## config.mk

```make
export PLATFORM = sky130hd
export DESIGN_NAME = add_seq_arb
export DESIGN_NICKNAME = d
export VERILOG_FILES = /design/src/rtl/add_seq_pkg.sv /design/src/rtl/cla4.sv /design/src/rtl/add_seq_arb.sv
export SDC_FILE = /design/constraint.sdc
export NUM_CORES = 1
export LEC_CHECK = 0
export ABC_AREA = 1
export BUFFER_PORTS_ARGS = -buffer_cell sky130_fd_sc_hd__buf_4
export CORE_MARGIN = 2
export CORE_UTILIZATION = 50
export DETAILED_ROUTE_END_ITERATION = 6
export PLACE_DENSITY = 0.86
export SYNTH_ARGS = -nofsm -noshare
export SYNTH_HDL_FRONTEND = slang
export SYNTH_HIERARCHICAL = 1
export SYNTH_SLANG_ARGS = --single-unit
```

## constraint.sdc

```tcl
create_clock -name clk -period 2.45 [get_ports clk]
set_clock_uncertainty 0.15 [all_clocks]
set_input_delay 0.3675 -clock clk [delete_from_list [all_inputs] [get_ports clk]]
set_output_delay 0.3675 -clock clk [all_outputs]
set_load 0.02 [all_outputs]
```

## src/rtl/add_seq_pkg.sv

```systemverilog
// Shared types and constants for the sequential nibble adder/arbiter.
package add_seq_pkg;

   typedef enum logic [1:0] {
      StIdle,
      StCalc,
      StDone
   } state_e;

   localparam int unsigned WIDTH_DEFAULT = 32;
   localparam int unsigned NIBBLES       = WIDTH_DEFAULT / 4;

   // Number of 4-bit slice passes needed for a given operand width.
   function automatic int unsigned nibbles_of(input int unsigned width);
      return width / 4;
   endfunction

endpackage

```

## src/rtl/cla4.sv

```systemverilog
// Combinational 4-bit carry-lookahead adder slice.
module cla4 (
   input  logic [3:0] a_i,
   input  logic [3:0] b_i,
   input  logic       cin_i,
   output logic [3:0] sum_o,
   output logic       cout_o
);

   logic [3:0] g;
   logic [3:0] p;
   logic [4:1] c;

   // Flattened lookahead carries, no ripple between bit positions.
   always_comb begin
      g    = a_i & b_i;
      p    = a_i ^ b_i;
      c[1] = g[0] | (p[0] & cin_i);
      c[2] = g[1] | (p[1] & g[0]) | (p[1] & p[0] & cin_i);
      c[3] = g[2] | (p[2] & g[1]) | (p[2] & p[1] & g[0]) | (p[2] & p[1] & p[0] & cin_i);
      c[4] = g[3] | (p[3] & g[2]) | (p[3] & p[2] & g[1]) | (p[3] & p[2] & p[1] & g[0])
           | (p[3] & p[2] & p[1] & p[0] & cin_i);
      sum_o  = p ^ {c[3:1], cin_i};
      cout_o = c[4];
   end

endmodule

```

## src/rtl/add_seq_arb.sv

```systemverilog
// Two-requester round-robin front end to a time-shared 4-bit CLA slice that
// adds or subtracts WIDTH-bit operands one nibble per cycle, LSB first.
// Optional signed-overflow output is built when ADD_SEQ_OVF_EN is defined.
module add_seq_arb
   import add_seq_pkg::*;
#(
   parameter int unsigned WIDTH = WIDTH_DEFAULT
) (
   input  logic             clk,
   input  logic             rst_n,
   input  logic             req0_valid,
   output logic             req0_ready,
   input  logic [WIDTH-1:0] req0_a,
   input  logic [WIDTH-1:0] req0_b,
   input  logic             req0_sub,
   input  logic             req1_valid,
   output logic             req1_ready,
   input  logic [WIDTH-1:0] req1_a,
   input  logic [WIDTH-1:0] req1_b,
   input  logic             req1_sub,
   output logic             rsp_valid,
   input  logic             rsp_ready,
   output logic             rsp_id,
   output logic [WIDTH-1:0] rsp_sum,
   output logic             rsp_cout
`ifdef ADD_SEQ_OVF_EN
   ,
   output logic             rsp_ovf
`endif
);

   localparam int unsigned     Nib     = nibbles_of(WIDTH);
   localparam int unsigned     CntW    = (Nib > 1) ? $clog2(Nib) : 1;
   localparam logic [CntW-1:0] LastCnt = CntW'(Nib - 1);

   state_e           state_q;
   logic             prio_q;
   logic             id_q;
   logic [WIDTH-1:0] a_q;
   logic [WIDTH-1:0] b_q;
   logic             carry_q;
   logic [CntW-1:0]  cnt_q;
   logic             rsp_valid_q;
   logic             rsp_id_q;
   logic [WIDTH-1:0] rsp_sum_q;
   logic             rsp_cout_q;

   logic             gnt_vld;
   logic             gnt_id;
   logic [WIDTH-1:0] op_a;
   logic [WIDTH-1:0] op_b;
   logic             op_sub;
   logic [3:0]       slice_sum;
   logic             slice_cout;
   logic [WIDTH-1:0] acc_next;

`ifdef ADD_SEQ_OVF_EN
   logic rsp_ovf_q;
   logic msb_cin;
   // Carry into the MSB recovered from the final slice: sum ^ a ^ b at bit 3.
   assign msb_cin = slice_sum[3] ^ a_q[3] ^ b_q[3];
   assign rsp_ovf = rsp_ovf_q;
`endif

   cla4 u_cla4 (
      .a_i    (a_q[3:0]),
      .b_i    (b_q[3:0]),
      .cin_i  (carry_q),
      .sum_o  (slice_sum),
      .cout_o (slice_cout)
   );

   // a_q doubles as the result accumulator: sum nibbles enter at the top.
   assign acc_next = {slice_sum, a_q[WIDTH-1:4]};

   // Round-robin grant and operand mux; prio_q names the requester that wins a tie.
   always_comb begin
      gnt_vld = req0_valid | req1_valid;
      gnt_id  = (req0_valid && req1_valid) ? prio_q : req1_valid;
      op_a    = gnt_id ? req1_a   : req0_a;
      op_b    = gnt_id ? req1_b   : req0_b;
      op_sub  = gnt_id ? req1_sub : req0_sub;
   end

   assign req0_ready = (state_q == StIdle) && gnt_vld && !gnt_id;
   assign req1_ready = (state_q == StIdle) && gnt_vld && gnt_id;

   // Control FSM, operand shifters and registered response outputs.
   always_ff @(posedge clk or negedge rst_n) begin
      if (!rst_n) begin
         state_q     <= StIdle;
         prio_q      <= 1'b0;
         id_q        <= 1'b0;
         a_q         <= '0;
         b_q         <= '0;
         carry_q     <= 1'b0;
         cnt_q       <= '0;
         rsp_valid_q <= 1'b0;
         rsp_id_q    <= 1'b0;
         rsp_sum_q   <= '0;
         rsp_cout_q  <= 1'b0;
`ifdef ADD_SEQ_OVF_EN
         rsp_ovf_q   <= 1'b0;
`endif
      end else begin
         unique case (state_q)
            StIdle: begin
               if (gnt_vld) begin
                  a_q     <= op_a;
                  b_q     <= op_sub ? ~op_b : op_b;
                  carry_q <= op_sub;
                  id_q    <= gnt_id;
                  prio_q  <= ~gnt_id;
                  cnt_q   <= '0;
                  state_q <= StCalc;
               end
            end
            StCalc: begin
               a_q     <= acc_next;
               b_q     <= {4'b0000, b_q[WIDTH-1:4]};
               carry_q <= slice_cout;
               cnt_q   <= cnt_q + CntW'(1);
               if (cnt_q == LastCnt) begin
                  state_q     <= StDone;
                  rsp_valid_q <= 1'b1;
                  rsp_id_q    <= id_q;
                  rsp_sum_q   <= acc_next;
                  rsp_cout_q  <= slice_cout;
`ifdef ADD_SEQ_OVF_EN
                  rsp_ovf_q   <= msb_cin ^ slice_cout;
`endif
               end
            end
            StDone: begin
               if (rsp_ready) begin
                  rsp_valid_q <= 1'b0;
                  state_q     <= StIdle;
               end
            end
            default: state_q <= StIdle;
         endcase
      end
   end

   assign rsp_valid = rsp_valid_q;
   assign rsp_id    = rsp_id_q;
   assign rsp_sum   = rsp_sum_q;
   assign rsp_cout  = rsp_cout_q;

endmodule

```

==> impl_results.md, run 1 <==
- Num CTS Buffers: 9
- CP startpoint kind: flop
- Top post-synthesis cells by area: dfrtp_1, nand2_1, nand3_1
- Layout cell share with drive strength beyond 1: 22.0%
- Synth Net Count: 1092
- Sequential area share after synthesis: 40.5%
- Clock slew at reported path FFs: 0.07 ns
- Port buffer count: 171
- CP max FO: 32
- EDFF count, synth: 0
- Register area: 2680 um2
- TritonCTS clock tree: built
- CTS Hold Buffers Added: 1
- Final setup vio count: 0
- HPWL Detailed: 11.9 mm
- H-tree depth: 3
- Max-cap viol count: 0
- Floorplan Core Area: 13100 um2
- Post-Syn Area: 6620 um2
- Slew @ Worst Pin: 0.569 ns
- Mapped Cells: 950
- Gr usage total: 23.3%
- Max VDD drop: 0.000412 V
- Post-Route WL: 16.4 mm
- N_diodes: 0
- Ports: 172
- Initial antenna violation count: 0
- Data required, critical path: 1.93 ns
- Largest net degree at the start of global routing: 63
- Routed WL per cell: 12.9 um
- Total die area: 14200 um2
- CTS Sinks: 107
- Fmax: 0.483 GHz
- Final non-filler cell total: 1272
- Post-CTS sizing: 0
- Multi-input gate area in the final layout: 3190 um2
- Ys async rst share: 100%
- Fill count: 1146
- Clock Tree Buf Depth: 2
- Global-route wire length before repair: 26.9 mm
- Drt first pass iters: 5
- Pre-CTS WS: 0.468 ns
- Die Height: 119 um
- DRC errors left: 0
- Worst-Skew Late Latency: 0.34 ns
- Final Cycle Share: 84.5%
- Postcts setup bufs: 0
- Pwr dens: 1130 nW/um2
- Clock root buffer: clkbuf_16
- Starting Density: 50.6%
- Unrepaired setup endpoints after global routing: false
- Vias per cell: 4.97
- Fin Setup TNS: 0 ns
- Endpoints failing hold: 0
- Number of nets with antenna violations after routing: 0
- CP endpoint kind: primary output
- Worst Hold Class: in2reg
- Vias post-DR: 6325
- P&R area growth vs syn: 25.3%
- Yosys top cell area share: 40.5%
- Setup WS post-layout: 0.380 ns
- Min Tclk post-route: 2.07 ns
- Critical Path AT: 1.55 ns
- Netlist cell types: 26
- Starting DRT DRC Count: 478
- Layout Nets: 1233
- Top cells by count, synth: nand2_1, nand3_1, inv_1, dfrtp_1, buf_2
- Final max-slew violation count: 0
- Synth Flop Type: dfrtp_1
- Gpl congestion: 0.839
- Outcome: completed
- Placed Cells: 1255
- Synth area leader: dfrtp_1
- Grt ovf: 0
- Count of state elements after synthesis: 107
- Mean Syn Cell Area: 6.97 um2
- Syn. warnings: 6
- Vias in the first global route: 5649
- Relative slew slack: 62.1%
- Cell with the most instances after synthesis: nand2_1
- Worst Setup Path Type: reg2out
- Die X: 119 um
- FP Rows: 42
- P_leak: 4.74 nW
## area by class of cell
cell class	instances	share of cell area (%)
flip-flops and latches	107	32.3
inverters	122	5.52
clock buffers	9	2.71
repair buffers	188	17.8
multi-input cells	663	38.4
clock inverters	7	0.633
well taps	176	2.65
## sequential cells by signal, indices dropped and copies added, names as in the netlist
name	flops
a_q	32
b_q	32
rsp_sum	32
cnt_q	3
state_q	2
carry_q	1
id_q	1
prio_q	1
rsp_cout	1
rsp_id	1
rsp_valid	1
## path summary, 6_finish.rpt
check | startpoint | to | slack (ns) | cells past startpoint
worst min-delay path | rsp_ready | state_q[1]$_DFFE_PN0P_ | 0.09 | 2
worst max-delay path | prio_q$_DFFE_PN0P_ | req1_ready | 0.38 | 5
worst min register to register | b_q[31]$_DFFE_PN0P_ | b_q[31]$_DFFE_PN0P_ | 0.33 | 2
worst max register to register | cnt_q[0]$_DFFE_PN0P_ | rsp_sum[3]$_DFFE_PN0P_ | 0.46 | 5
max in group asynchronous | rst_n | prio_q$_DFFE_PN0P_ | 1.08 | 3
min in group asynchronous | rst_n | rsp_sum[24]$_DFFE_PN0P_ | 0.40 | 2
## worst max-delay path, cell delays in order (launching register included)
cell	delay (ns)
dfrtp_1	0.33
inv_1	0.05
nand2_2	0.12
nand2_4	0.23
nor2_1	0.29
buf_4	0.19
## power breakdown
group / leakage, nW / switching [mW] / total [mW] / internal [mW]
Clock: 0.124 / 0.652 / 1.34 / 0.693
Combinational: 3.33 / 2.84 / 4.78 / 1.94
Sequential: 1.29 / 0.565 / 3.26 / 2.69
## metal layers
layer	global-route usage, %	part of all wire [%]
met5	0	0
met3	4.12	8.1
met4	6.77	1.9
met2	36.4	45
met1	33.4	45
## per-stage QoR
step | util [%] | hold slack, ns | power, mW | cell area [um2]
3_5_place_dp | 61.2 | 0.214 | 8.08 | 8010
3_3_place_gp | 61.2 | 0.216 | 7.94 | 8010
4_1_cts | 63.4 | 0.0849 | 9.45 | 8300
5_1_grt | 63.4 | 0.100 | 10.2 | 8300
2_1_floorplan | - | -0.0781 | 6.58 | 6620
6_report | 63.4 | 0.0895 | 9.39 | 8300
## cells in the final DEF (no fill, tap or decap), types with 2 or more instances in the layout
| cell type | synthesis | layout |
|---|---|---|
| inv_1 | 118 | 118 |
| buf_12 | 0 | 5 |
| mux2_1 | 6 | 6 |
| clkbuf_16 | 0 | 9 |
| ha_1 | 6 | 6 |
| inv_2 | 4 | 4 |
| nand3b_1 | 14 | 14 |
| o211ai_1 | 33 | 33 |
| o21ai_0 | 4 | 4 |
| clkinvlp_4 | 0 | 4 |
| buf_4 | 7 | 182 |
| a21oi_1 | 2 | 2 |
| nand2_2 | 4 | 4 |
| mux2_2 | 27 | 27 |
| dfrtp_1 | 107 | 107 |
| nor2_1 | 4 | 4 |
| nand2_1 | 434 | 433 |
| nand4_1 | 2 | 2 |
| nand3_1 | 121 | 121 |
## cells by family (layout without fill, tap and decap cells)
group | Yosys count | count (layout) | share of synthesized area (%)
AO/OA/AOI/OAI | 41 | 41 | 4.44
adder cells (fa/ha/maj) | 7 | 7 | 1.44
multiplexers | 33 | 33 | 5.61
AND/OR/NAND/NOR | 581 | 581 | 36.4
XOR/XNOR | 1 | 1 | 0.132
flip-flops | 107 | 107 | 40.5
buffers and inverters | 180 | 326 | 11.5
Power figures use the tool's default switching activity.
==> inputs of run 2 (changes only) <==
- CORE_UTILIZATION: 50 -> 49
- PLACE_DENSITY: 0.86 -> 0.88
- clock period: 2.45 -> 1.7 ns (I/O delays scaled with it)
==> run 2 against run 1 <==
The flow now finishes with violations (setup timing). Via count increased by 5.7%. First-iteration DRC count decreased by 5.9%. Register-to-register slack got worse by 0.49 ns. Worst hold slack got worse by 0.067 ns. Sequential cell count unchanged. Combinational power increased by 77%. Setup slack got worse by 0.43 ns. Cell count increased by 2.8%. Critical endpoint is now req0_ready.
==> impl_results.md, run 2 (same netlist as run 1, synthesis figures left out) <==
- Critical Path AT: 1.34 ns
- Fin Setup TNS: -0.183 ns
- Most common cell after layout, fill and taps aside: nand2_1
- Worst Hold Class: in2reg
- Setup WS post-layout: -0.0493 ns
- Comb pwr share: 55.3%
- Gpl congestion: 0.852
- Endpoints failing hold: 0
- P&R area growth vs syn: 36.1%
- Gr usage total: 23.9%
- Die Height: 120 um
- Fmax: 0.572 GHz
- Fill count: 1047
- Int Pwr: 8.74 mW
- HPWL Detailed: 12.6 mm
- Routed WL per cell: 15.0 um
- Min Tclk post-route: 1.75 ns
- Pwr dens: 1700 nW/um2
- Ports: 172
- Largest net degree at the start of global routing: 61
- Worst-Skew Late Latency: 0.35 ns
- Num CTS Buffers: 9
- Max VDD drop: 0.000836 V
- Clock Tree Buf Depth: 2
- Initial antenna violation count: 0
- FP Rows: 42
- Starting Density: 50.0%
- Slowest-stage cell, CP: dfrtp_1
- Relative slew slack: 73.1%
- Clock power share: 13.6%
- Cell mode on critical path: inv_2
- Crit path buf inv count: 3
- Worst Setup Path Type: reg2out
- CP delay by family, top: flip-flops
- Most frequent cells in the layout: nand2_1, buf_4, nand3_1
- H-tree depth: 3
- Final max-slew violation count: 0
- Global-route wire length before repair: 27.8 mm
- Failing checks: setup timing
- TritonCTS clock tree: built
- Slew @ Worst Pin: 0.403 ns
- N_diodes: 0
- Port buffer count: 171
- Unrepaired setup endpoints after global routing: true
- Total die area: 14500 um2
- DRC errors left: 0
- Starting DRT DRC Count: 450
- Grt ovf: 0
- Clock root buffer: clkbuf_16
- Outcome: finished, violations left
- Max-cap viol count: 0
- Data required, critical path: 1.29 ns
- CP max FO: 3
- CP startpoint kind: flop
- Die X: 120 um
- Hold slack: 0.0222 ns
- Final setup vio count: 9
- Post-Route WL: 19.6 mm
- Sw frac: 43.0%
- CTS Sinks: 107
- Switching pwr: 6.58 mW
- CP cell instances: nor2_4 > o21ai_4 > inv_2 > nand2_2 > inv_2 > buf_6
- Layout cell share with drive strength beyond 1: 25.4%
- Floorplan Core Area: 13200 um2
- Slowest stage delay, CP: 0.42 ns
- CP endpoint kind: primary output
- Drt first pass iters: 5
- Core Util, Final: 68.0%
- Vias in the first global route: 5821
- Vias per cell: 5.11
- P_leak: 5.06 nW
- Clock slew at reported path FFs: 0.07 ns
- Layout Nets: 1269
- Pre-CTS WS: 0.00961 ns
- Vias post-DR: 6684
- Seq pwr share: 31.1%
- Number of nets with antenna violations after routing: 0
- Final Cycle Share: 103%
## run 2: power groups by stage
stage	clock, mW	combinational [mW]	sequential [mW]
after CTS	2.09	7.51	4.71
after global placement	0	7.08	4.67
after global routing	2.21	9.27	4.92
final	2.08	8.46	4.77
after detailed placement	0	7.29	4.75
after floorplan	0	4.47	5.02
## run 2: cell type report
| class | instances | area (um2) | area share, % |
|---|---|---|---|
| Clock buffer | 10 | 229 | 2.54 |
| Clock inverter | 6 | 65.1 | 0.722 |
| Inverter | 122 | 463 | 5.14 |
| Multi-Input combinational cell | 663 | 3280 | 36.4 |
| Sequential cell | 107 | 2680 | 29.7 |
| Tap cell | 176 | 220 | 2.44 |
| Timing Repair Buffer | 224 | 2070 | 23.0 |
## run 2: metal layers
metal	routed length, um	GRT usage [%]	vias to the layer above	part of all wire [%]
met5	0	0	-	0
met4	536	9.08	0	2.7
met3	1520	3.30	36	7.7
met1	8010	31.6	3030	41
li1	-	-	3313	-
met2	9570	40.1	305	49
## run 2: worst paths after layout
check                                  startpoint                      end  slack [ns]  depth (start not counted)
setup / recovery           state_q[0]$_DFFE_PN0P_               req0_ready       -0.05                          6
hold / removal                          req1_a[9]       a_q[9]$_DFFE_PN0P_        0.02                          3
setup reg to reg           state_q[0]$_DFFE_PN0P_  rsp_sum[25]$_DFFE_PN0P_       -0.03                          7
hold reg to reg               b_q[30]$_DFFE_PN0P_      b_q[30]$_DFFE_PN0P_        0.34                          2
max in group asynchronous                   rst_n      a_q[28]$_DFFE_PN0P_        0.57                          3
min in group asynchronous                   rst_n  rsp_sum[17]$_DFFE_PN0P_        0.24                          2
## run 2: what timing repair did
item | in CTS | in global routing
cloned | 0 | 13
hold endpoints to repair | 28 | 0
hold buffers | 2 | 0
buffers inserted | 6 | 7
endpoints found under the setup margin | 6 | 85
resized for setup | 15 | 19
pin swaps | 2 | 11
## run 2: per-stage QoR
stage / power (mW) / std cells / cell area (um2)
after floorplan: 9.49 / 950 / 6630
after global placement: 11.7 / 1267 / 8170
after global routing: 16.4 / 1308 / 9010
final: 15.3 / 1308 / 9010
after CTS: 14.3 / 1291 / 8580
after detailed placement: 12.0 / 1267 / 8170
## run 2: tightest hold or removal path: cells and delay by family
kind | cells | cell delay, ns
AOI/OAI and AO/OA | 1 | 0.09
buffers and inverters | 1 | 0.08
and+or+nand+nor | 1 | 0.07
==> inputs of run 3 (changes only) <==
==> constraint.sdc (replaced) <==
create_clock -name clk -period 1.7 [get_ports clk]
set_clock_uncertainty 0.15 [all_clocks]
set_input_delay 0.17 -clock clk [delete_from_list [all_inputs] [get_ports clk]]
set_output_delay 0.17 -clock clk [all_outputs]
set_load 0.02 [all_outputs]
==> run 3 against run 2 <==
The run ends with hold timing, setup timing left. Clock-buffer cell count is the same. Register-to-register slack lost 0.02 ns. Sequential share of layout area shrank 1.6 points. Global-route usage grew 3.3 points. Non-clock buffer count grew 28. Critical path depth shrank 1. Combinational power grew 4.0%. Fmax is essentially flat. Clock power is essentially flat. Design area grew 5.5%. Sequential cell count is the same. Critical path type is now reg2reg. Largest cell class unchanged. Largest power group unchanged.
==> impl_results.md, run 3 (same netlist as run 1, synthesis figures left out) <==
- Sw frac: 43.7%
- Ports: 172
- Setup WS post-layout: -0.0496 ns
- Num CTS Buffers: 9
- DRC errors left: 0
- CP delay by family, top: flip-flops
- Fmax: 0.572 GHz
- Layout cell share with drive strength beyond 1: 25.7%
- Floorplan Core Area: 13200 um2
- Pwr dens: 1660 nW/um2
- Total die area: 14500 um2
- Final non-filler cell total: 1336
- Worst Hold Class: in2reg
- Post-Route WL: 21.7 mm
- Layout Nets: 1297
- Pre-CTS WS: 0.00737 ns
- Vias in the first global route: 6379
- Die Height: 120 um
- Slowest stage delay, CP: 0.40 ns
- Most common cell after layout, fill and taps aside: nand2_1
- Grt ovf: 0
- TritonCTS clock tree: built
- FP Rows: 42
- Clock power share: 13.3%
- Crit path buf inv count: 1
- P&R area growth vs syn: 43.6%
- Max-cap viol count: 0
- Worst Setup Path Type: reg2reg
- Core Util, Final: 71.8%
- Placed Cells: 1260
- Switching pwr: 6.89 mW
- Max VDD drop: 0.000795 V
- Relative slew slack: 71.6%
- Starting Density: 50.0%
- Global-route wire length before repair: 31.4 mm
- Min Tclk post-route: 1.75 ns
- Int Pwr: 8.87 mW
- Comb pwr share: 55.8%
- Unrepaired setup endpoints after global routing: true
- Slew @ Worst Pin: 0.426 ns
- H-tree depth: 3
- P_leak: 5.36 nW
- Die X: 120 um
- CP endpoint kind: flop
- Gpl congestion: 0.856
- Starting DRT DRC Count: 659
- CP cell instances: ha_2 > ha_4 > nand2_4 > bufbuf_16 > mux2_2
- Seq pwr share: 30.9%
- Final setup vio count: 24
- Final max-slew violation count: 0
- Outcome: finished, violations left
- R2R Setup Slk: -0.05 ns
- Worst-Skew Late Latency: 0.35 ns
- Data required, critical path: 1.78 ns
- Drt first pass iters: 5
- Most frequent cells in the layout: nand2_1, buf_4, nand3_1
- Number of nets with antenna violations after routing: 0
- Vias per cell: 5.34
- Final Cycle Share: 103%
- Largest net degree at the start of global routing: 66
- Initial antenna violation count: 0
- Clock Tree Buf Depth: 2
- Critical Path AT: 1.83 ns
- HPWL Detailed: 12.4 mm
- CTS Sinks: 107
- Clock root buffer: clkbuf_16
- CP max FO: 9
- Endpoints failing hold: 1
- Routed WL per cell: 16.2 um
- Failing checks: hold timing, setup timing
- CP startpoint kind: flop
- Gr usage total: 27.2%
- Clock slew at reported path FFs: 0.08 ns
- Vias post-DR: 7128
- Hold slack: -0.00133 ns
- Slowest-stage cell, CP: dfrtp_1
- Port buffer count: 171
- N_diodes: 0
run 3: area by class of cell:
class / count / area, um2
well taps: 176 / 220
clock buffers: 10 / 239
repair buffers: 252 / 2440
multi-input cells: 663 / 3410
fillers: 996 / 3740
flip-flops and latches: 107 / 2680
clock inverters: 6 / 53.8
inverters: 122 / 463
run 3: metal layers:
metal	up-vias	GRT usage, %	part of all wire, %
met5	-	0	0
met4	0	9.67	3.5
met3	68	5.14	8.0
met2	365	45.0	49
met1	3324	35.9	40
li1	3371	-	-
run 3: path summary, 6_finish.rpt:
path	end	startpoint	cells after the start
min in group asynchronous	a_q[25]$_DFFE_PN0P_	rst_n	2
hold reg to reg	b_q[30]$_DFFE_PN0P_	b_q[30]$_DFFE_PN0P_	2
max in group asynchronous	a_q[4]$_DFFE_PN0P_	rst_n	3
setup reg to reg	rsp_sum[11]$_DFFE_PN0P_	cnt_q[1]$_DFFE_PN0P_	5
hold / removal	a_q[1]$_DFFE_PN0P_	req1_a[1]	3
setup / recovery	rsp_sum[11]$_DFFE_PN0P_	cnt_q[1]$_DFFE_PN0P_	5
run 3: power groups by stage:
stage	Clock (mW)	Sequential (mW)	Combinational (mW)
after detailed placement	0	4.74	7.32
final	2.09	4.87	8.80
after floorplan	0	5.02	4.47
after global routing	2.21	5.00	9.55
after CTS	2.09	4.72	7.73
after global placement	0	4.68	7.10
run 3: through the flow:
step | instance area [um2] | power, mW | setup TNS [ns]
floorplan | 6630 | 9.49 | 0
global placement | 8160 | 11.8 | 0
detailed placement | 8160 | 12.1 | 0
finish | 9510 | 15.8 | -0.389
CTS | 9010 | 14.5 | -0.263
global route | 9510 | 16.8 | -1.52
run 3: tightest hold or removal path, cell delays in order:
cell and delay (ns):
buf_4 0.08, o211ai_1 0.12, nand3_1 0.09
run 3: timing repair:
| action | 4_1_cts | 5_1_grt |
|---|---|---|
| gates cloned | 3 | 9 |
| hold buffers | 34 | 0 |
| endpoints found under the hold margin | 140 | 0 |
| setup endpoints to repair | 25 | 100 |
| gates resized for setup | 16 | 60 |
| buffers inserted | 7 | 7 |
| pin swaps | 3 | 14 |
